$ cat src/rtl/fetch_controller.sv
// Instruction fetch controller: program-load port in IDLE/HALT, sequential fetch with stall/redirect in FETCH.
// Optional macro HALT_ON_ZERO_EN: a fetched all-zero word halts the controller instead of issuing.
module fetch_controller #(
   parameter int              PC_W     = 10,
   parameter int              DATA_W   = 32,
   parameter logic [PC_W-1:0] RESET_PC = {PC_W{1'b0}}
) (
   input  logic              clk,
   input  logic              rst,
   input  logic              run,
   input  logic              stall,
   input  logic              redirect_valid,
   input  logic [PC_W-1:0]   redirect_pc,
   input  logic              load_valid,
   input  logic [PC_W-1:0]   load_addr,
   input  logic [DATA_W-1:0] load_data,
   output logic              load_ready,
   output logic [PC_W-1:0]   mem_addr,
   output logic              mem_we,
   output logic [DATA_W-1:0] mem_wdata,
   input  logic [DATA_W-1:0] mem_rdata,
   output logic              instr_valid,
   output logic [DATA_W-1:0] instr,
   output logic [PC_W-1:0]   instr_pc,
   output logic              halted
);

   localparam logic [1:0] ST_IDLE  = 2'd0;
   localparam logic [1:0] ST_FETCH = 2'd1;
   localparam logic [1:0] ST_HALT  = 2'd2;

   localparam logic [PC_W-1:0] PC_ONE = {{(PC_W-1){1'b0}}, 1'b1};

   logic [1:0]        state_q, state_d;
   logic [PC_W-1:0]   pc_q, pc_d;
   logic [DATA_W-1:0] instr_q, instr_d;
   logic [PC_W-1:0]   instr_pc_q, instr_pc_d;
   logic              instr_valid_q, instr_valid_d;
   logic              fetching_s;

   assign fetching_s = (state_q == ST_FETCH);

   // Next-state and fetch pipeline logic
   always_comb begin
      state_d       = state_q;
      pc_d          = pc_q;
      instr_d       = instr_q;
      instr_pc_d    = instr_pc_q;
      instr_valid_d = instr_valid_q;
      case (state_q)
         ST_IDLE: begin
            instr_valid_d = 1'b0;
            // A simultaneous load takes the cycle; the fetch start waits one cycle.
            if (run && !load_valid) begin
               state_d = ST_FETCH;
            end else begin
               state_d = ST_IDLE;
            end
         end
         ST_FETCH: begin
            if (!run) begin
               state_d       = ST_IDLE;
               instr_valid_d = 1'b0;
            end else if (redirect_valid) begin
               pc_d          = redirect_pc;
               instr_valid_d = 1'b0;
            end else if (stall) begin
               state_d = ST_FETCH;
`ifdef HALT_ON_ZERO_EN
            end else if (mem_rdata == {DATA_W{1'b0}}) begin
               state_d       = ST_HALT;
               instr_valid_d = 1'b0;
`endif
            end else begin
               instr_d       = mem_rdata;
               instr_pc_d    = pc_q;
               instr_valid_d = 1'b1;
               pc_d          = pc_q + PC_ONE;
            end
         end
         ST_HALT: begin
            instr_valid_d = 1'b0;
            if (!run) begin
               state_d = ST_IDLE;
               pc_d    = RESET_PC;
            end else begin
               state_d = ST_HALT;
            end
         end
         default: begin
            state_d       = ST_IDLE;
            instr_valid_d = 1'b0;
         end
      endcase
   end

   // State and fetch registers with asynchronous reset
   always_ff @(posedge clk or posedge rst) begin
      if (rst) begin
         state_q       <= ST_IDLE;
         pc_q          <= RESET_PC;
         instr_q       <= {DATA_W{1'b0}};
         instr_pc_q    <= {PC_W{1'b0}};
         instr_valid_q <= 1'b0;
      end else begin
         state_q       <= state_d;
         pc_q          <= pc_d;
         instr_q       <= instr_d;
         instr_pc_q    <= instr_pc_d;
         instr_valid_q <= instr_valid_d;
      end
   end

   // Memory port: load path outside FETCH, writes suppressed while in reset
   always_comb begin
      load_ready = !rst && !fetching_s;
      mem_we     = load_ready && load_valid;
      if (mem_we) begin
         mem_addr  = load_addr;
         mem_wdata = load_data;
      end else begin
         mem_addr  = pc_q;
         mem_wdata = {DATA_W{1'b0}};
      end
   end

   assign instr_valid = instr_valid_q;
   assign instr       = instr_q;
   assign instr_pc    = instr_pc_q;
`ifdef HALT_ON_ZERO_EN
   assign halted      = (state_q == ST_HALT);
`else
   assign halted      = 1'b0;
`endif

endmodule
$ cat config.mk
export PLATFORM = sky130hd
export DESIGN_NAME = fetch_controller
export DESIGN_NICKNAME = d
export VERILOG_FILES = /design/src/rtl/fetch_controller.sv
export SDC_FILE = /design/constraint.sdc
export NUM_CORES = 1
export LEC_CHECK = 0
export BUFFER_PORTS_ARGS = -buffer_cell sky130_fd_sc_hd__buf_4
export CAP_MARGIN = 30
export CELL_PAD_IN_SITES_DETAIL_PLACEMENT = 2
export CELL_PAD_IN_SITES_GLOBAL_PLACEMENT = 2
export CORE_ASPECT_RATIO = 1.25
export CORE_MARGIN = 1
export CORE_UTILIZATION = 26
export CTS_CLUSTER_DIAMETER = 60
export DETAILED_ROUTE_END_ITERATION = 8
export PLACE_DENSITY_LB_ADDON = 0.1
export SETUP_SLACK_MARGIN = 0.15
export SLEW_MARGIN = 10
export SYNTH_ARGS = -nofsm -noshare
export SYNTH_HDL_FRONTEND = slang
export SYNTH_SLANG_ARGS = --single-unit
$ cat constraint.sdc
create_clock -name clk -period 2.3 [get_ports clk]
set_input_delay 0 -clock clk [delete_from_list [all_inputs] [get_ports clk]]
set_output_delay 0 -clock clk [all_outputs]
set_load 0.03 [all_outputs]
==> impl_metrics.py <==
metrics = {
    "critical_path": {
        "r2r-start": "pc_q[0]",
        "r2r_cells": 5,
        "r2r-end": "pc_q[6]",
        "crit_path_end_kind": "output port",
        "ff2ff_setup_slack_ns": 0.64,
        "arrival_ns": 1.86,
        "critPathMaxFanout": 11,
        "start_kind": "flop",
        "criticalPathCategory": "reg -> out",
        "cp.required_ns": 2.30,
    },
    "synth": {
        "synth_cell_types": 39,
        "syn_avg_cell_area_sq_um": 12.22,
        "syn_nets": 316,
        "async_reset_ff_share_pct": 100.0,
        "seq_area_frac_synth_pct": 50.07,
        "synth_ff_type": "dfrtp_1",
        "synth_top_cells_by_area": "dfrtp_1 50%, mux2_2 18%, and3_1 7.5%, mux2_4 4.9%, buf_6 2.0%",
        "syn_area_sq_um": 2749,
        "yosys_warnings": 0,
        "netlist_instances": 225,
        "synth_seq_cells": 55,
        "synth_top_area_share_pct": 50.07,
        "synth_edf_count": 0,
        "yosysTopAreaCell": "dfrtp_1",
    },
    "worst_hold_path": {
        "hold_start": "redirect_pc[2]",
        "holdPathEnd": "pc_q[2]",
        "hold_path_class": "in -> reg",
        "hold_path_depth": 3,
    },
    "power_and_ir_drop": {
        "vdd_drop_max_mv": 0.3437,
        "cellLeakagePower_nw": 2.389,
        "p_per_area_nw_per_um2": 788.5,
    },
    "grt": {
        "grt_max_degree": 56,
        "grt_pass1_vias": 2978,
        "overflow": 0,
        "grt_use_total_pct": 16.99,
        "antenna_found_initial": 0,
        "grt_pass1_wl_mm": 14.46,
    },
    "clock_tree": {
        "cts_tree": "built",
        "insertion_delay_ns": 0.30,
        "cts_sinks": 55,
        "max-clock-path-buffers": 2,
        "cts-buffers-inserted": 5,
        "ctsResizeCount": 0,
        "h-tree-depth": 2,
        "post-cts-setup-buffer-count": 0,
        "clkTransAtPathRegs_ns": 0.07,
        "root_buffer": "clkbuf_16",
    },
    "timing": {
        "skew_ns": 0.005702,
        "setup_viol": 0,
        "max_freq_ghz": 0.5370,
        "finalSetupTns_ns": 0,
        "hold_violations": 0,
        "rsz0062_at_grt": "false",
        "finalCriticalPeriod_ns": 1.862,
        "period_share_pct": 80.96,
        "fin_ws_ns": 0.4379,
        "tightest_slew_ns": 0.7215,
        "slew_headroom_pct": 51.90,
        "slew_violations": 0,
    },
    "route": {
        "vias": 2632,
        "wl_per_cell_um": 16.50,
        "dr.pass1.iters": 4,
        "finalWirelength_mm": 9.272,
        "drt-initial-drc-count": 30,
        "ant_nets": 0,
        "drc": 0,
        "vias_per_cell": 4.683,
    },
    "finish": {
        "layout.nets": 523,
        "drive_above_1_share_pct": 57.04,
        "area_growth_pct": 70.69,
        "diodes": 0,
    },
    "placed_design": {
        "gp_congestion": 0.7467,
        "place_hpwl_mm": 6.533,
        "dp_slack_ns": 0.6564,
        "portBuffers": 176,
    },
    "floorplanning": {
        "die-area_sq_um": 10990,
        "ios": 178,
        "row_count": 41,
        "die_h_um": 117.0,
        "die_w_um": 93.97,
        "start_util_pct": 26.93,
        "core_area_sq_um": 10210,
    },
    "job": {
        "cap_violations": 0,
    },
    "outcome": {
        "outcome": "finished clean",
    },
}
## registers in the layout, summed over array words and instances (netlist names)
name,flops
instr,32
instr_pc,10
pc_q,10
state_q,2
instr_valid,1
## layout make-up
cell class,count,area [sq um]
Clock inverter,1,7.507
Multi-Input combinational cell,148,1247
Inverter,6,22.52
Sequential cell,55,1376
Timing Repair Buffer,216,1724
Clock buffer,7,152.6
Fill cell,1046,5517
Tap cell,129,161.4
## per-stage QoR
stage                     util (%)  hold slack [ns]  area (sq um)  power, mW  instances
final                        45.96          0.01875          4692      3.700        562
after global routing         45.96          0.02431          4692      3.890        562
after detailed placement     40.86           0.2377          4172      2.868        518
after global placement       40.86           0.2342          4172      2.825        518
after floorplan                  -          0.08925          2749      2.222        225
after CTS                    45.86         0.003120          4682      3.748        561
## cell usage after synthesis (2+ instances only)
library cell  count
dfrtp_1          55
nand4_1           2
nand3_1           3
clkbuf_1          6
o31a_1            3
mux2_4            9
o21ai_0           8
buf_4             2
inv_1             6
and3_1           33
o22ai_1           4
nor3_1            3
a21oi_1           8
buf_6             5
nand2_1           6
nor2_1            4
nor3b_1           3
mux2_2           43
buf_2             2
## cell families (layout without fill, tap and decap cells)
logic type	count (synthesis)	count (layout)	share of synthesized area, %
mux	53	53	22.89
simple gates	64	64	14.93
fa+ha+maj	1	1	0.4551
xor+xnor	1	1	0.3187
buf+inv	22	230	4.733
compound gates	28	28	6.464
flops	55	55	50.07
other cells	1	1	0.1364
## what timing repair did
| item | 4_1_cts | 5_1_grt |
|---|---|---|
| setup endpoints to repair | 0 | 0 |
| hold buffers | 35 | 1 |
| endpoints found under the hold margin | 89 | 1 |
## cells in the final DEF (no fill, tap or decap), types with 2 or more instances in the layout
cell type / n
inv_1: 5
clkbuf_8: 2
nor3b_1: 3
dfrtp_1: 55
nor3_1: 3
o22ai_1: 4
buf_4: 179
clkbuf_16: 5
mux2_4: 9
o31a_1: 3
mux2_2: 43
nand3_1: 3
and3_1: 33
nor2_1: 4
a21oi_1: 8
o21ai_0: 8
dlygate4sd3_1: 36
nand2_1: 6
nand4_1: 2
nor2_4: 2
## critical path, stage by stage (launching register included)
cell	delay, ns
dfrtp_1	0.45
and2b_4	0.22
nor2_4	0.08
and2_4	0.28
mux2_2	0.37
buf_4	0.17
## worst max path at each step
stage | start | endpoint | slack (ns)
after global routing | state_q[0] | mem_addr[9] | 0.32
after CTS | state_q[0] | mem_addr[9] | 0.38
after global placement | pc_q[0] | pc_q[6] | 0.74
after detailed placement | pc_q[0] | pc_q[6] | 0.66
after floorplan | state_q[0] | mem_wdata[22] | 0.74
final | state_q[0] | mem_addr[9] | 0.44
## layer usage
metal  vias up  global-route usage, %  routed length, um  share of wire (%)
li1       1224                      -                  -                  -
met1      1277                  17.85               3485                 38
met3         5                  5.297                743                8.0
met5         -                      0                  0                  0
met4         0                  4.308                 96                1.0
met2       126                  32.55               4947                 53
## power breakdown
part	total (mW)	switching (mW)	internal, mW
registers	1.36	0.159	1.20
logic	1.53	0.831	0.694
clock network	0.818	0.354	0.464
Power figures use the tool's default switching activity.
